$ cat src/rtl/tx_prbs_source_if.sv
// tx_prbs_source_if: control/status bundle between the system control registers and tx_prbs_source
//   master: drives i_en_tx, i_en_rate1, i_start, i_stop, i_err_period, i_err_en_I, i_err_en_Q
//   slave : drives o_tx_bit_I, o_tx_bit_Q, o_tx_valid, o_period_start, o_err_inj_cnt_I/Q, o_tx_cnt
interface tx_prbs_source_if #(parameter int ERR_PER_W = 16);
  logic i_en_tx;
  logic i_en_rate1;
  logic i_start;
  logic i_stop;
  logic [ERR_PER_W-1:0] i_err_period;
  logic i_err_en_I;
  logic i_err_en_Q;
  logic o_tx_bit_I;
  logic o_tx_bit_Q;
  logic o_tx_valid;
  logic o_period_start;
  logic [31:0] o_err_inj_cnt_I;
  logic [31:0] o_err_inj_cnt_Q;
  logic [63:0] o_tx_cnt;
  modport master (
    output i_en_tx, i_en_rate1, i_start, i_stop, i_err_period, i_err_en_I, i_err_en_Q,
    input o_tx_bit_I, o_tx_bit_Q, o_tx_valid, o_period_start, o_err_inj_cnt_I, o_err_inj_cnt_Q, o_tx_cnt
  );
  modport slave (
    input i_en_tx, i_en_rate1, i_start, i_stop, i_err_period, i_err_en_I, i_err_en_Q,
    output o_tx_bit_I, o_tx_bit_Q, o_tx_valid, o_period_start, o_err_inj_cnt_I, o_err_inj_cnt_Q, o_tx_cnt
  );
endinterface

$ cat src/rtl/tx_prbs_source.sv
// tx_prbs_source: PRBS9 (x^9+x^5+1) I/Q bit source with per-branch error injection and bit counters
//   clk     : system clock, rising edge
//   i_reset : synchronous active-low reset
//   bus     : slave side of tx_prbs_source_if (enables, start/stop, injection control, bits and counters)
module tx_prbs_source #(
  parameter logic [8:0] PRBS_SEED_I = 9'h1AA,
  parameter logic [8:0] PRBS_SEED_Q = 9'h1FE,
  parameter int PRBS_MAX_CYCLES = 511,
  parameter int ERR_PER_W = 16
) (
  input logic clk,
  input logic i_reset,
  tx_prbs_source_if.slave bus
);
  localparam logic [0:0] IDLE = 1'b0;
  localparam logic [0:0] RUN = 1'b1;
  logic [0:0] state;
  logic [8:0] lfsr_i, lfsr_q, p;
  logic [ERR_PER_W-1:0] c;
  logic adv, slot, inj_i, inj_q;
  always_comb begin
    adv = bus.i_en_tx & bus.i_en_rate1 & (state == RUN);
    slot = adv & (bus.i_err_period != '0) & (c == bus.i_err_period - 1'b1);
    inj_i = slot & bus.i_err_en_I;
    inj_q = slot & bus.i_err_en_Q;
  end
  always_ff @(posedge clk)
    if (!i_reset) begin
      state <= IDLE;
      lfsr_i <= PRBS_SEED_I;
      lfsr_q <= PRBS_SEED_Q;
      p <= '0;
      c <= '0;
      bus.o_tx_bit_I <= 1'b0;
      bus.o_tx_bit_Q <= 1'b0;
      bus.o_tx_valid <= 1'b0;
      bus.o_period_start <= 1'b0;
      bus.o_err_inj_cnt_I <= '0;
      bus.o_err_inj_cnt_Q <= '0;
      bus.o_tx_cnt <= '0;
    end else if (!bus.i_en_tx) begin
      bus.o_tx_valid <= 1'b0;
      bus.o_period_start <= 1'b0;
    end else begin
      bus.o_tx_valid <= adv;
      bus.o_period_start <= adv & (p == '0);
      if (adv) begin
        lfsr_i <= {lfsr_i[7:0], lfsr_i[8] ^ lfsr_i[4]};
        lfsr_q <= {lfsr_q[7:0], lfsr_q[8] ^ lfsr_q[4]};
        p <= (p == 9'(PRBS_MAX_CYCLES - 1)) ? '0 : p + 1'b1;
        c <= (bus.i_err_period == '0 || slot) ? '0 : c + 1'b1;
        bus.o_tx_bit_I <= lfsr_i[8] ^ inj_i;
        bus.o_tx_bit_Q <= lfsr_q[8] ^ inj_q;
        bus.o_err_inj_cnt_I <= bus.o_err_inj_cnt_I + {31'd0, inj_i};
        bus.o_err_inj_cnt_Q <= bus.o_err_inj_cnt_Q + {31'd0, inj_q};
        bus.o_tx_cnt <= bus.o_tx_cnt + 64'd1;
      end
      if (state == IDLE && bus.i_start && !bus.i_stop)
        state <= RUN;
      // Stop is placed after the advance so its reload wins over the shift when both coincide.
      if (state == RUN && bus.i_stop) begin
        state <= IDLE;
        lfsr_i <= PRBS_SEED_I;
        lfsr_q <= PRBS_SEED_Q;
        p <= '0;
        c <= '0;
      end
    end
endmodule

$ cat src/flat_wrapper.sv
// flat-port wrapper written by rule: the top's interface ports become plain ports
module tx_prbs_source_flat 
#(
  parameter logic [8:0] PRBS_SEED_I = 9'h1AA,
  parameter logic [8:0] PRBS_SEED_Q = 9'h1FE,
  parameter int PRBS_MAX_CYCLES = 511,
  parameter int ERR_PER_W = 16
)
  (clk, i_reset, bus_i_en_tx, bus_i_en_rate1, bus_i_start, bus_i_stop, bus_i_err_period, bus_i_err_en_I, bus_i_err_en_Q, bus_o_tx_bit_I, bus_o_tx_bit_Q, bus_o_tx_valid, bus_o_period_start, bus_o_err_inj_cnt_I, bus_o_err_inj_cnt_Q, bus_o_tx_cnt);
  tx_prbs_source_if #(.ERR_PER_W(ERR_PER_W)) bus_i ();
  input logic clk;
  input logic i_reset;
  input wire logic [$bits(bus_i.i_en_tx)-1:0] bus_i_en_tx;
  input wire logic [$bits(bus_i.i_en_rate1)-1:0] bus_i_en_rate1;
  input wire logic [$bits(bus_i.i_start)-1:0] bus_i_start;
  input wire logic [$bits(bus_i.i_stop)-1:0] bus_i_stop;
  input wire logic [$bits(bus_i.i_err_period)-1:0] bus_i_err_period;
  input wire logic [$bits(bus_i.i_err_en_I)-1:0] bus_i_err_en_I;
  input wire logic [$bits(bus_i.i_err_en_Q)-1:0] bus_i_err_en_Q;
  output wire logic [$bits(bus_i.o_tx_bit_I)-1:0] bus_o_tx_bit_I;
  output wire logic [$bits(bus_i.o_tx_bit_Q)-1:0] bus_o_tx_bit_Q;
  output wire logic [$bits(bus_i.o_tx_valid)-1:0] bus_o_tx_valid;
  output wire logic [$bits(bus_i.o_period_start)-1:0] bus_o_period_start;
  output wire logic [$bits(bus_i.o_err_inj_cnt_I)-1:0] bus_o_err_inj_cnt_I;
  output wire logic [$bits(bus_i.o_err_inj_cnt_Q)-1:0] bus_o_err_inj_cnt_Q;
  output wire logic [$bits(bus_i.o_tx_cnt)-1:0] bus_o_tx_cnt;
  assign bus_i.i_en_tx = bus_i_en_tx;
  assign bus_i.i_en_rate1 = bus_i_en_rate1;
  assign bus_i.i_start = bus_i_start;
  assign bus_i.i_stop = bus_i_stop;
  assign bus_i.i_err_period = bus_i_err_period;
  assign bus_i.i_err_en_I = bus_i_err_en_I;
  assign bus_i.i_err_en_Q = bus_i_err_en_Q;
  assign bus_o_tx_bit_I = bus_i.o_tx_bit_I;
  assign bus_o_tx_bit_Q = bus_i.o_tx_bit_Q;
  assign bus_o_tx_valid = bus_i.o_tx_valid;
  assign bus_o_period_start = bus_i.o_period_start;
  assign bus_o_err_inj_cnt_I = bus_i.o_err_inj_cnt_I;
  assign bus_o_err_inj_cnt_Q = bus_i.o_err_inj_cnt_Q;
  assign bus_o_tx_cnt = bus_i.o_tx_cnt;
  tx_prbs_source #(.PRBS_SEED_I(PRBS_SEED_I), .PRBS_SEED_Q(PRBS_SEED_Q), .PRBS_MAX_CYCLES(PRBS_MAX_CYCLES), .ERR_PER_W(ERR_PER_W)) u_core (.clk(clk), .i_reset(i_reset), .bus(bus_i));
endmodule
$ cat config.mk
export PLATFORM = sky130hd
export DESIGN_NAME = tx_prbs_source_flat
export DESIGN_NICKNAME = d
export VERILOG_FILES = /design/src/rtl/tx_prbs_source_if.sv /design/src/rtl/tx_prbs_source.sv /design/src/flat_wrapper.sv
export SDC_FILE = /design/constraint.sdc
export NUM_CORES = 1
export LEC_CHECK = 0
export ABC_AREA = 1
export CORE_MARGIN = 2
export CORE_UTILIZATION = 35
export CTS_BUF_LIST = sky130_fd_sc_hd__clkbuf_8
export DETAILED_ROUTE_END_ITERATION = 8
export PLACE_DENSITY = 0.58
export SLEW_MARGIN = 20
export SYNTH_ARGS = -nofsm -noshare
export SYNTH_HDL_FRONTEND = slang
export SYNTH_SLANG_ARGS = --single-unit
$ cat constraint.sdc
create_clock -name clk -period 4.6 [get_ports clk]
set_input_delay 0.69 -clock clk [delete_from_list [all_inputs] [get_ports clk]]
set_output_delay 0.69 -clock clk [all_outputs]
set_load 0.005 [all_outputs]
==> impl_metrics.tcl <==
set metrics [dict create \
    outcome "finished clean" \
    coreArea_mm2 0.02688 \
    mostFrequentLayoutCells "nand2_1, nor2_1, dfxtp_1" \
    drv_slew 0 \
    drcViolationCount 0 \
    fin_ws_ps 715.8 \
    die_width_um 169.2 \
    async_reset_ff_share_pct 0 \
    worstPathMaxFanout 6 \
    yosysTopAreaCell "dfxtp_1" \
    avgSynthCellArea_um2 6.716 \
    min_to "u_core.lfsr_i[2]" \
    swShare_pct 27.10 \
    wire_per_inst_um 14.21 \
    cts_tree "built" \
    ys_ff_latch 176 \
    syn_area_mm2 0.009550 \
    die-area_mm2 0.02862 \
    crit_type "input port to flop" \
    grt_antenna_before_repair 0 \
    dr.pass1.iters 5 \
    cts_buffers 17 \
    worstPathArrival_ps 4250 \
    p_int_mw 2.034 \
    fin_nets 1608 \
    post-place-ws_ps 208.4 \
    netlist_top_cells_area "dfxtp_1, nand2_1, nor2_1, inv_1, a21oi_1" \
    num_vias 9550 \
    slew_headroom_pct 32.35 \
    reg2regPathDepth 24 \
    multi_input_area_mm2 0.005248 \
    p_leak_nw 4.113 \
    ys_seq_area_share_pct 36.89 \
    seqCellArea_mm2 0.003523 \
    cts.sinks 176 \
    gp_congestion 0.8836 \
    hold_buffers 0 \
    fin_crit_ps 3884 \
    hold_path.class "flop to flop" \
    clock-root-buffer "clkbuf_8" \
    pwr-share-comb_pct 4.1 \
    synth_nets 1457 \
    reg2reg_slack_ps 1240 \
    clock_skew_ps 25.35 \
    final_common_cell "nand2_1" \
    diodes 0 \
    clockBufferDepth 2 \
    fin_crit_sh_pct 84.44 \
    synth_top_area_share_pct 36.89 \
    p_clk_share_pct 41.1 \
    grt_max_degree 87 \
    insertion_delay_ps 460 \
    h-tree-depth 4 \
    hold_viol 0 \
    cts_setup_buffers 0 \
    required_ps 4970 \
    drive_gt1_share_pct 4.981 \
    setup_viol 0 \
    p_seq_share_pct 54.8 \
    totalWireLength_mm 27.38 \
    grt_pass1_vias 8938 \
    crit_path_end_kind "flop" \
    rsz0062_at_grt "no" \
    hold_path.startpoint "u_core.lfsr_i[2]" \
    p_sw_uw 756.2 \
    antenna_left 0 \
    area_growth_pct 24.42 \
    ys_warn_count 0 \
    ys.flop_type "dfxtp_1" \
    dp_hpwl_mm 20.43 \
    cp-start-kind "input port" \
    yosysUniqueCellTypes 40 \
    num_rows 60 \
    vias_per_cell 4.956 \
    worstReg2RegEnd "u_core.bus.o_err_inj_cnt_I[30]" \
    syn_inst 1422 \
    hold_depth 2 \
    ir_drop_v 0.0001712 \
    drt-initial-drc-count 599 \
    synth_edf_count 0 \
    cts_repair_resize_count 0 \
    drv_cap 0 \
    clock.fmax_mhz 257.5 \
    portBuffers 155 \
    worstReg2RegStart "u_core.c[3]" \
    grt_use_total_pct 19.19 \
    grt-ovfl-total 0 \
    power.density_mw_per_mm2 234.8 \
    worstMarginPinSlew_ps 1015 \
    power_mw 2.790 \
    grt_first_pass_wirelength_mm 44.93 \
    fin_tns_setup_ps 0 \
    die_h_um 169.2 \
    clk_pin_slew_ps 110 \
    start_util_pct 35.54 \
    pin_count 156 \
    whs_ps 471.8 \
    num-fill-cells 2808 \
]
logic make-up after synthesis:
family / count (synthesis) / synth area share, %
XOR/XNOR: 73 / 6.695
AND/OR/NAND/NOR: 787 / 37.22
adder cells (fa/ha/maj): 11 / 1.441
buffers and inverters: 206 / 8.162
flip-flops: 176 / 36.89
AO/OA/AOI/OAI: 169 / 9.590
cell usage after synthesis, types with 11 or more instances:
library cell / count
nand2_1: 319
nor2_1: 214
dfxtp_1: 176
inv_1: 173
a21oi_1: 93
nand3_1: 80
nand4_1: 53
nor3_1: 53
xor2_1: 48
o21ai_0: 41
xnor2_1: 25
clkbuf_1: 23
nor4_1: 13
o22ai_1: 13
ha_1: 11
nor2_2: 11
state kept, by name, indices dropped and copies added, names as in the netlist:
name,cells
u_core.bus.o_period_start,1
u_core.bus.o_tx_valid,1
u_core.lfsr_i,9
u_core.lfsr_q,9
u_core.bus.o_tx_cnt,64
u_core.bus.o_err_inj_cnt_Q,32
u_core.bus.o_tx_bit_I,1
u_core.bus.o_err_inj_cnt_I,32
u_core.p,9
u_core.bus.o_tx_bit_Q,1
u_core.c,16
u_core.state,1
per-layer routing:
metal  GRT usage, %  wire, um
met5              0         0
met4          4.013       246
met3          4.268      1528
met2          32.10     12900
met1          25.43     12710
through the flow:
stage,std cells,area (um^2),utilization [%]
detailed placement,1895,11460,42.64
global placement,1895,11460,42.64
global route,1927,11880,44.21
CTS,1927,11880,44.21
finish,1927,11880,44.21
floorplan,1422,9550,-
how the worst max path moves through the flow:
stage,start,slack (ps),to,depth (start not counted)
3_5_place_dp,bus_i_err_period[0],210,u_core.bus.o_err_inj_cnt_I[30],26
3_3_place_gp,bus_i_err_period[0],290,u_core.bus.o_err_inj_cnt_I[30],26
5_1_grt,bus_i_err_period[0],310,u_core.bus.o_err_inj_cnt_Q[22],26
2_1_floorplan,bus_i_err_period[0],1080,u_core.bus.o_err_inj_cnt_I[30],24
4_1_cts,bus_i_err_period[0],720,u_core.bus.o_err_inj_cnt_Q[22],25
6_report,bus_i_err_period[0],720,u_core.bus.o_err_inj_cnt_I[30],25
power groups by stage:
stage	clock network (mW)	logic, mW	registers (mW)
3_3_place_gp	0	0.115	1.56
4_1_cts	1.19	0.116	1.53
2_1_floorplan	0	0.0664	1.56
5_1_grt	1.25	0.129	1.53
6_report	1.15	0.115	1.53
3_5_place_dp	0	0.116	1.56
final cells by class:
cell class,instances,area share (%)
repair buffers,162,13.46
multi-input cells,1040,44.16
well taps,341,3.591
clock buffers,17,1.969
inverters,176,5.570
flip-flops and latches,176,29.65
clock inverters,15,1.601
critical path, stage by stage:
cell	delay (ps)
clkdlybuf4s50_1	420
inv_1	130
ha_1	200
nand2_1	110
nor2_2	230
nand2_1	80
nand3_1	80
nand2_1	50
nor2_1	90
nand2_1	70
nor2_2	140
nand3_1	150
inv_1	80
ha_1	170
ha_1	190
nand3_1	110
nor2_1	180
inv_2	80
nor2_4	120
nand3_1	120
nor2_1	150
nand3_1	150
nor2_1	120
nand3_1	90
o211a_1	220
Note: power is estimated with default switching activity, not from simulation.
